===== config.mk =====
export PLATFORM = sky130hd
export DESIGN_NAME = rtc_timer_slew
export DESIGN_NICKNAME = d
export VERILOG_FILES = /design/src/rtl/rtc_timer_slew.sv
export SDC_FILE = /design/constraint.sdc
export NUM_CORES = 1
export LEC_CHECK = 0
export ABC_AREA = 1
export BUFFER_PORTS_ARGS = -buffer_cell sky130_fd_sc_hd__buf_2
export CAP_MARGIN = 30
export CORE_MARGIN = 10
export CORE_UTILIZATION = 40
export CTS_CLUSTER_DIAMETER = 30
export CTS_CLUSTER_SIZE = 16
export DETAILED_ROUTE_END_ITERATION = 8
export GPL_ROUTABILITY_DRIVEN = 1
export PLACE_DENSITY_LB_ADDON = 0.25
export SLEW_MARGIN = 10
export SYNTH_ARGS = -nofsm -noshare
export SYNTH_HDL_FRONTEND = slang
export SYNTH_SLANG_ARGS = --single-unit

===== constraint.sdc =====
create_clock -name clk -period 9.3 [get_ports clk]
set_input_delay 2.325 -clock clk [delete_from_list [all_inputs] [get_ports clk]]
set_output_delay 2.325 -clock clk [all_outputs]
set_load 0.005 [all_outputs]

===== src/rtl/rtc_timer_slew.sv =====
// PTP real-time clock: seconds + ns + ns_fraction accumulator with delta-sigma period dithering,
// time-bounded slew adjustment, snapshot capture and a one-second pulse.
//
// state   | meaning
// --------+---------------------------------------------------------
// ST_IDLE | nominal period only, waiting for adj_ld
// ST_SLEW | period offset by adj_delta, cnt_q counts remaining cycles
module rtc_timer_slew #(
   parameter  int SEC_W   = 48,
   parameter  int NS_W    = 30,
   parameter  int FRAC_W  = 8,
   parameter  int PFRAC_W = 32,
   parameter  int CNT_W   = 32,
   localparam int T_W     = NS_W + FRAC_W,
   localparam int P_W     = 8 + PFRAC_W,
   localparam int DS_W    = PFRAC_W - FRAC_W
) (
   input  logic             clk,
   input  logic             rst,
   input  logic             time_ld,
   input  logic [T_W-1:0]   time_reg_ns_in,
   input  logic [SEC_W-1:0] time_reg_sec_in,
   input  logic             period_ld,
   input  logic [P_W-1:0]   period_in,
   input  logic [T_W-1:0]   time_acc_modulo,
   input  logic             adj_ld,
   input  logic [CNT_W-1:0] adj_cycles,
   input  logic [P_W-1:0]   adj_delta,
   input  logic             adj_abort,
   output logic             adj_busy,
   input  logic             snap_req,
   output logic             snap_valid,
   output logic [T_W-1:0]   snap_ns,
   output logic [SEC_W-1:0] snap_sec,
   output logic             pps_out,
   output logic [T_W-1:0]   time_reg_ns,
   output logic [SEC_W-1:0] time_reg_sec
);

   localparam int ST_W = P_W + 1 - DS_W;

   typedef enum logic {ST_IDLE = 1'b0, ST_SLEW = 1'b1} state_t;

   state_t           state_q, state_d;
   logic [CNT_W-1:0] cnt_q, cnt_d;
   logic [P_W-1:0]   delta_q, delta_d;
   logic [P_W-1:0]   period_fix_q, period_fix_d;
   logic [P_W-1:0]   inc_q, inc_d;
   logic [DS_W-1:0]  residue_q, residue_d;
   logic [T_W-1:0]   ns_q, ns_d;
   logic [SEC_W-1:0] sec_q, sec_d;
   logic             pps_q, pps_d;
   logic             snap_valid_q, snap_valid_d;
   logic [T_W-1:0]   snap_ns_q, snap_ns_d;
   logic [SEC_W-1:0] snap_sec_q, snap_sec_d;

   logic [P_W+1:0]   inc_raw;
   logic [P_W:0]     ds_sum;
   logic [ST_W-1:0]  step;
   logic [T_W:0]     ns_sum;

   // Abort outranks a (re)start request arriving in the same cycle.
   always_comb begin
      state_d = state_q;
      cnt_d   = cnt_q;
      delta_d = delta_q;
      if (adj_abort) begin
         state_d = ST_IDLE;
         cnt_d   = '0;
      end else if (adj_ld && (adj_cycles != '0)) begin
         state_d = ST_SLEW;
         cnt_d   = adj_cycles;
         delta_d = adj_delta;
      end else if (state_q == ST_SLEW) begin
         cnt_d = cnt_q - CNT_W'(1);
         if (cnt_q == CNT_W'(1)) begin
            state_d = ST_IDLE;
         end
      end
   end

   // Two guard bits: bit P_W+1 flags a negative sum, bit P_W an overflow.
   always_comb begin
      period_fix_d = period_ld ? period_in : period_fix_q;
      inc_raw      = {2'b00, period_fix_q};
      if (state_q == ST_SLEW) begin
         inc_raw = inc_raw + {{2{delta_q[P_W-1]}}, delta_q};
      end
      if (inc_raw[P_W+1]) begin
         inc_d = '0;
      end else if (inc_raw[P_W]) begin
         inc_d = '1;
      end else begin
         inc_d = inc_raw[P_W-1:0];
      end
   end

   always_comb begin
      ds_sum    = {1'b0, inc_q} + {{(P_W+1-DS_W){1'b0}}, residue_q};
      step      = ds_sum[P_W:DS_W];
      ns_sum    = {1'b0, ns_q} + {{(T_W+1-ST_W){1'b0}}, step};
      residue_d = ds_sum[DS_W-1:0];
      ns_d      = ns_sum[T_W-1:0];
      sec_d     = sec_q;
      pps_d     = 1'b0;
      if (time_ld) begin
         ns_d      = time_reg_ns_in;
         sec_d     = time_reg_sec_in;
         residue_d = '0;
      end else if (ns_sum >= {1'b0, time_acc_modulo}) begin
         ns_d  = ns_sum[T_W-1:0] - time_acc_modulo;
         sec_d = sec_q + SEC_W'(1);
         pps_d = 1'b1;
      end
      snap_valid_d = snap_req;
      snap_ns_d    = snap_req ? ns_q  : snap_ns_q;
      snap_sec_d   = snap_req ? sec_q : snap_sec_q;
   end

   always_ff @(posedge clk) begin
      if (!rst) begin
         state_q      <= ST_IDLE;
         cnt_q        <= '0;
         delta_q      <= '0;
         period_fix_q <= '0;
         inc_q        <= '0;
         residue_q    <= '0;
         ns_q         <= '0;
         sec_q        <= '0;
         pps_q        <= 1'b0;
         snap_valid_q <= 1'b0;
         snap_ns_q    <= '0;
         snap_sec_q   <= '0;
      end else begin
         state_q      <= state_d;
         cnt_q        <= cnt_d;
         delta_q      <= delta_d;
         period_fix_q <= period_fix_d;
         inc_q        <= inc_d;
         residue_q    <= residue_d;
         ns_q         <= ns_d;
         sec_q        <= sec_d;
         pps_q        <= pps_d;
         snap_valid_q <= snap_valid_d;
         snap_ns_q    <= snap_ns_d;
         snap_sec_q   <= snap_sec_d;
      end
   end

   assign adj_busy     = (state_q == ST_SLEW);
   assign snap_valid   = snap_valid_q;
   assign snap_ns      = snap_ns_q;
   assign snap_sec     = snap_sec_q;
   assign pps_out      = pps_q;
   assign time_reg_ns  = ns_q;
   assign time_reg_sec = sec_q;

endmodule

---- After elaboration in Yosys (flattened, before gate mapping) ----
Cells that the tools add are included.
word-level totals
  word-level logic and storage cells ...... 42
  output and inout port bits .............. 175
  register bits ........................... 351
  bits of input ports ..................... 243
cells by class
  bitwise logic cells ..................... 2
  reduce and logical (&&, ||, !) cells .... 8
  equal/unequal tests ..................... 1
  order comparisons ....................... 1
  muxes and demuxes ....................... 12
  add/subtract/negate cells ............... 6
operators by type and width
  kind                     count
  $mux W48                 2
  $mux W38                 2
  $mux W32                 2
  $add A48 B1 Y48 const B  1
  $add A41 B40 Y42         1
  $mux W42                 1
  $add A40 B24 Y41         1
  $mux W40                 1
  $add A38 B17 Y39         1
  $ge A39 B38 Y1           1
  $sub A38 B38 Y38         1
  $eq A32 B1 Y1 const B    1
  $reduce_bool A32 Y1      1
  $sub A32 B1 Y32 const B  1
  $reduce_or A2 Y1         3
  $mux W1                  4
  $reduce_bool A2 Y1       2
  $not A1 Y1               2
  $reduce_and A2 Y1        1
  $logic_and A1 B1 Y1      1

---- Logic depth before layout (Yosys ltp) ----
Gate-level depths: netlist (run 1).
  depth in word-level cells ............... 5
  gate-level depth with buffers ........... 44
  gate-level depth less buffers ........... 43

---- Worst setup path before layout (run 1) ----
No wires, ideal clock.
  path type ............................... reg-to-reg
  from .................................... register inc_q[0]
  to ...................................... register sec_q[27] (netlist: time_reg_sec[27])
  arrival ................................. 4.800 ns
  setup slack ............................. 4.357 ns
  cell stages (with the launch flop) ...... 33
  data required time ...................... 9.157 ns
  path through ............................ dfxtp_1 > ha_1 > fa_1 > nand3_1 > nand2_1 > a21oi_1 > o21ai_1 > nand3_1 > nand3_1 > xor2_1 > ha_1 > fa_1 > nand3_2 > nand3_4 > nand2_1 > nand2_2 > nand2_1 > nand3_2 > xor2_1 > inv_1 > ha_1 > nand2_1 > inv_1 > a21oi_1 > nand2_1 > a21oi_2 > nand2_2 > nand2_4 > nand3_4 > buf_8 > buf_12 > nand2_2 > a21oi_2
on the way
  longest elaborated chain between the ends .. 4
ends and longest elaborated chain
  what                          line  RTL
  from (decl)                   48    logic [P_W-1:0] inc_q, inc_d;
  from (signal assigned)        139   inc_q <= inc_d;
  $add A40 B24 Y41              99    ds_sum = {1'b0, inc_q} + {{(P_W+1-DS_W){1'b0}}, residue_q};
  $add A38 B17 Y39              101   ns_sum = {1'b0, ns_q} + {{(T_W+1-ST_W){1'b0}}, step};
  $ge A39 B38 Y1                110   end else if (ns_sum >= {1'b0, time_acc_modulo}) begin
  $reduce_bool A2 Y1 (no line)  n/a
  to (signal assigned)          129   sec_q <= '0;
  to (signal assigned)          142   sec_q <= sec_d;
  to (decl)                     51    logic [SEC_W-1:0] sec_q, sec_d;
No other way between the ends.
A chain may end at the register's enable or synchronous reset.

---- Worst setup path after layout (run 1) ----
  from .................................... register inc_q[0]
  to ...................................... register ns_q[2] (netlist: time_reg_ns[2])
on the way
  longest elaborated chain between the ends .. 5
ends and longest elaborated chain
  what                                                       line      RTL
  $add A40 B24 Y41 *                                         99
  $add A38 B17 Y39 *                                         101
  $sub A38 B38 Y38 / $ge A39 B38 Y1 (equally long branches)  111, 110
  $mux W38 *                                                 110
  $mux W38 *                                                 106       if (time_ld) begin
  to (signal assigned)                                       141       ns_q <= ns_d;
  to (decl)                                                  50        logic [T_W-1:0] ns_q, ns_d;
Mark *: on every way between the ends. The rest lies on a longest branch, timed or not.

==> key figures, run 1 <==
Run status
  – Status: finished, final reports clean

Die
  – IO Pins: ~420
  – Die Y: 275 um
  – Initial Util: 40.4%
  – Core area: about 0.064 mm2
  – Row cnt: 93
  – Die area: 0.0756 mm2
  – Die Width: 275 um

Critical path
  – Slowest-stage cell, CP: nand2_2
  – CP delay by family, top: simple AND/OR/NAND/NOR gates
  – CP most frequent cell: nand2_1
  – Required time of the critical path: around 9900 ps
  – CP Capture Type: register
  – Worst Path Max Fanout: between 40 and 50
  – CP bufs+invs: 2
  – Critical path type: register to register
  – Worst setup SP type: register
  – Crit path largest cell delay: around 670 ps
  – CP arrival: about 7700 ps
  – Reg2reg setup slack: 2130 ps

Clocking
  – H-tree depth: 3
  – Clock Pin Slew Worst Setup and Hold Paths: 50 ps
  – Max clock buf depth: 3
  – TritonCTS clock tree: built
  – Post-CTS Hold Buffers: 0
  – Clock sink count: 351
  – Worst-Skew Late Latency: 660 ps
  – Cts bufs inserted: a little under 90
  – Post-CTS setup buffers: 0
  – Gates resized, CTS repair: 0
  – CTS root buf: clkbuf_16

Cells and area
  – Area grow syn2layout: 22.3%
  – Fin util: between 40% and 50%
  – Multi-input logic area: 0.0160 mm2
  – FF+latch area: between 0.007 and 0.008 mm2
  – Fillers: 6959
  – Nets: 5151
  – Finished Layout Cells: roughly 5700
  – Layout cells sized above 1: 14.0%

Synth
  – Synth Cell Area: 0.0260 mm2
  – Number of synthesized register bits: 351
  – Asr flop ratio synth: 0%
  – Post-synth top area share: 27.0%
  – Post-synth EDFFs: 0
  – Mapped Nets: 4761
  – Most used DFF post-synth: dfxtp_1
  – YS warnings: 0
  – Top area cells in the synthesized netlist: dfxtp_1 27%, nand2_1 20%, inv_1 9.1%, nor2_1 7.8%, ha_1 5.9%
  – Syn_area_per_cell: 5.92 um2
  – Largest area contributor in the netlist: dfxtp_1
  – Register area share after synthesis: between 20% and 30%
  – Cell variety after synth: between 50 and 60
  – Synth Instances: 4391

STA
  – Final period util: 77.1%
  – TNS Setup: 0 ps
  – Final Hold Slack: around 450 ps
  – Final setup viols: 0
  – Final Max Slew Viols: 0
  – Clock Skews: 72.1 ps
  – RSZ-0062 raised after global routing: no
  – Highest Clock Rate: 0.140 GHz
  – Crit path setup slack, layout: 2130 ps
  – Slew headroom: 36.3%
  – Worst-margin pin slew: 956 ps
  – Final hold violation count: 0
  – Final min period: 7170 ps

Routing
  – Wirelength per Cell: 18.2 um
  – Vias after detailed routing: 29400
  – Routed Antenna Nets: 0
  – Drt first pass iters: 6
  – Starting DRC count in detailed routing: about 2500
  – Post-route DRC violation count: 0
  – Wirelength, routed: between 100000 and 150000 um
  – Via density: 5.14

Power
  – Power Density: 192 mW/mm2
  – Leak: 16.6 nW
  – Worst vdd ir: 139 uV

GRT
  – First-pass GRT wire length: 158000 um
  – Initial antenna violation count: 8
  – Largest net degree at the start of global routing: 113
  – Vias in the first global route: 28400
  – Grt total ovfl: 0
  – GRT Total Usage: between 20% and 30%

Flow run
  – Max Cap Viol: 0

Place
  – DPL Wire Length: 81900 um
  – # port buffers: 417
  – Dpl cells: about 5500
  – Setup WS pre-CTS: roughly 2300 ps
  – Gp weighted congestion: 0.986

Hold path
  – Worst Hold Class: register to register
==> cells in the final DEF (no fill, tap or decap), drive strengths merged, types with 3 or more instances in the layout <==
cell and instances:
nand2 1402, inv 647, nor2 546, buf 433
dfxtp 351, a21oi 302, o21ai 270, nand3 259
ha 123, clkbuf 113, nand4 104, xor2 79
nor3 48, xnor2 37, clkinv 29, nand3b 17
o21bai 13, or2 12, o211ai 9, clkinvlp 8
bufinv 7, a21o 6, diode 5, a31oi 5
o221ai 5, o21a 5, fa 4, a21boi 4
nor3b 3, nor4 3
==> sequential cells by signal, indices dropped and copies added, names as in the netlist <==
register,flops
cnt_q,32
residue_q,24
snap_ns,38
delta_q,40
period_fix_q,40
time_reg_ns,38
adj_busy,1
time_reg_sec,48
pps_out,1
snap_valid,1
inc_q,40
snap_sec,48
==> power breakdown <==
| group | leakage (nW) | total (mW) | internal [mW] | switching (mW) |
|---|---|---|---|---|
| sequential | 2.89 | 1.73 | 1.62 | 0.116 |
| combinational | 12.2 | 1.27 | 0.427 | 0.839 |
| clock | 1.49 | 3.12 | 2.06 | 1.06 |
==> per-stage QoR <==
stage	area, um2	power (mW)
2_1_floorplan	26000	2.55
3_3_place_gp	28700	3.00
3_5_place_dp	28700	2.99
4_1_cts	31800	6.13
5_1_grt	31800	6.40
6_report	31800	6.12
==> area by class of cell <==
cell class                 instances  share of cell area [%]
multi-input combinational       3265                    50.1
sequential                       351                    22.1
clock buffer                     113                    7.63
inverter                         642                    7.58
timing repair buffer             433                    7.06
tap                              855                    3.36
clock inverter                    49                    2.10
antenna                            5                  0.0393
==> worst register-to-register path: cells and delay by family, from the launching register on <==
family / cells / cell delay [ps]
fa+ha+maj: 4 / 1430
flops: 1 / 300
xor+xnor: 2 / 530
compound gates: 4 / 1050
simple gates: 22 / 3620
buf+inv: 2 / 130
==> worst paths after layout <==
check                                 start        endpoint  cells after the start
worst max-delay path               inc_q[0]  time_reg_ns[2]                     34
worst min-delay path            delta_q[14]     delta_q[14]                      2
worst max register to register     inc_q[0]  time_reg_ns[2]                     34
worst min register to register  delta_q[14]     delta_q[14]                      2
==> Yosys cell counts (all sizes together) (6+ instances only) <==
cell type / number
inv: 639
nand3b: 17
or2: 12
nand2: 1402
nor2: 546
dfxtp: 351
ha: 123
nand4: 104
nand3: 259
o21ai: 270
a21oi: 302
clkbuf: 88
buf: 45
xor2: 79
nor3: 48
o21bai: 13
xnor2: 37
a21o: 6
o211ai: 9
==> routing by layer <==
layer / wire, um / global-route usage, % / up-vias
met3: 8870 / 5.40 / 196
met1: 45400 / 34.9 / 13400
met2: 46000 / 41.9 / 1066
met4: 3360 / 9.91 / 10
met5: 62 / 0 / -
li1: - / - / 14700
==> kinds of logic (layout without fill, tap and decap cells) <==
group                    Yosys count  count (layout)  synth area share [%]
AND/OR/NAND/NOR                 2398            2398                  38.3
buffers and inverters            775            1237                  11.7
AO/OA/AOI/OAI                    623             623                  12.8
flip-flops                       351             351                  27.0
adder cells (fa/ha/maj)          127             127                  6.22
XOR/XNOR                         116             116                  3.91
multiplexers                       1               1                0.0385
other                              0               5                     0
(Power assumes the default switching activity.)
==> run 2, diff against run 1 <==
==> constraint.sdc (replaced) <==
create_clock -name clk -period 6.35 [get_ports clk]
set_input_delay 1.5875 -clock clk [delete_from_list [all_inputs] [get_ports clk]]
set_output_delay 1.5875 -clock clk [all_outputs]
set_load 0.005 [all_outputs]
==> key figures, run 2 (synthesis gave the netlist of run 1 again) <==
Critical path
  – CP bufs+invs: 5
  – Critical path type: register to register
  – CP arrival: between 6000 and 7000 ps
  – Worst setup SP type: register
  – Worst R2R Path Depth: 35
  – Crit path largest cell delay: 440 ps
  – Worst Path Max Fanout: 20
  – CP most frequent cell: nand2_1
  – Slowest-stage cell, CP: fa_1
  – Required time of the critical path: slightly below 7000 ps
  – CP delay by family, top: simple AND/OR/NAND/NOR gates
  – CP Capture Type: register
  – Stages on the worst setup path: 35

STA
  – TNS Setup: 0 ps
  – Slew headroom: 48.8%
  – RSZ-0062 raised after global routing: no
  – Final period util: around 94%
  – Worst-margin pin slew: 767 ps
  – Clock Skews: 29.3 ps
  – Final Max Slew Viols: 0
  – Highest Clock Rate: 0.168 GHz
  – Crit path setup slack, layout: 383 ps
  – Final min period: 5970 ps
  – Final setup viols: 0
  – Final hold violation count: 0

Cells and area
  – Finished Layout Cells: 5727
  – Nets: 5166
  – Fillers: 6819
  – Layout cells sized above 1: 14.8%
  – Commonest non-fill, non-tap cells in the layout: 1365 x nand2_1, 629 x inv_1, 532 x nor2_1, 415 x buf_2, 350 x dfxtp_1
  – Final Cell Area: 0.0322 mm2
  – Area grow syn2layout: 23.7%
  – Most common cell after layout, fill and taps aside: nand2_1

Die
  – Die area: between 0.07 and 0.08 mm2
  – Die Y: 275 um
  – Die Width: 275 um
  – IO Pins: 418
  – Row cnt: 93
  – Initial Util: 40.4%
  – Core area: 0.0645 mm2

Power
  – Worst vdd ir: 221 uV
  – Power Density: 287 mW/mm2
  – Leak: 16.7 nW
  – Overall power: roughly 9.2 mW

Routing
  – Post-route DRC violation count: 0
  – Top Layer Used: met5
  – Wirelength per Cell: 18.2 um
  – Met2 wire length: 46600 um
  – Met3 WL post-DR: around 8800 um
  – Drt first pass iters: 8
  – Routed Antenna Nets: 0
  – Wirelength, routed: 104000 um
  – Vias after detailed routing: 29500
  – Starting DRC count in detailed routing: 2303
  – M1 wire length: ~46000 um
  – Via density: 5.15

Place
  – Dpl cells: 5558
  – DPL Wire Length: 82200 um
  – Setup WS pre-CTS: between 150 and 200 ps
  – # port buffers: 417
  – Post-DP Area: between 0.02 and 0.03 mm2
  – Gp weighted congestion: around 0.97

Clocking
  – Clock sink count: 351
  – Worst-Skew Late Latency: 640 ps
  – Cts bufs inserted: 88
  – TritonCTS clock tree: built
  – Post-CTS setup buffers: 0
  – Gates resized, CTS repair: 0
  – Clock Pin Slew Worst Setup and Hold Paths: 50 ps
  – Max clock buf depth: 3
  – CTS root buf: clkbuf_16
  – Post-CTS Hold Buffers: 0
  – H-tree depth: 3

Run status
  – Status: finished, final reports clean

Hold path
  – Worst Hold Class: register to register
  – Worst Hold Depth: 2

GRT
  – First-pass GRT wire length: approximately 160000 um
  – Largest net degree at the start of global routing: approximately 110
  – Vias in the first global route: 28000
  – GRT Total Usage: 26.4%
  – Initial antenna violation count: 8
  – Grt total ovfl: 0

Flow run
  – Max Cap Viol: 0
-- run 2: changes by cell type in the layout (fill, tap and decap cells not counted), sizes merged --
cell and delta:
bufinv +10, buf +14, clkinv -9, clkbuf -3, diode +1, clkinvlp +1
-- run 2: worst reg2reg max path, delay by kind of cell, from the launching register on --
family | cells | cell delay, ps
simple gates | 21 | 2630
fa+ha+maj | 5 | 1780
buf+inv | 5 | 590
compound gates | 3 | 380
flops | 1 | 300
xor+xnor | 1 | 200
-- run 2: routing by layer --
metal	track usage [%]	vias up
li1	-	14800
met1	35.0	13500
met2	42.2	1032
met3	5.48	178
met4	8.67	8
met5	0	-
-- run 2: power breakdown --
part           total (mW)  internal, mW  switching (mW)
registers            2.54          2.37           0.170
logic                1.89         0.650            1.24
clock network        4.81          3.34            1.47
total                9.24          6.36            2.89
-- run 2: final cells by class --
cell class | instances | area, um2 | area share [%]
antenna | 6 | 15.0 | 0.0466
tap | 855 | 1070 | 3.32
inverter | 642 | 2410 | 7.49
clock inverter | 51 | 797 | 2.48
sequential | 351 | 7030 | 21.8
multi-input combinational | 3265 | 16100 | 49.9
clock buffer | 109 | 2370 | 7.37
timing repair buffer | 448 | 2440 | 7.57
-- run 2: per-stage QoR --
stage / hold WS, ps / util, %
6_report: 448 / 49.9
5_1_grt: 475 / 49.9
4_1_cts: 453 / 49.6
3_5_place_dp: 445 / 44.7
3_3_place_gp: 444 / 44.7
2_1_floorplan: 428 / -
-- run 2: path summary, 6_finish.rpt --
| check | start | to | slack, ps |
|---|---|---|---|
| setup reg to reg | inc_q[0] | time_reg_ns[23] | 380 |
| hold reg to reg | delta_q[14] | delta_q[14] | 450 |
| setup / recovery | inc_q[0] | time_reg_ns[23] | 380 |
| hold / removal | delta_q[14] | delta_q[14] | 450 |
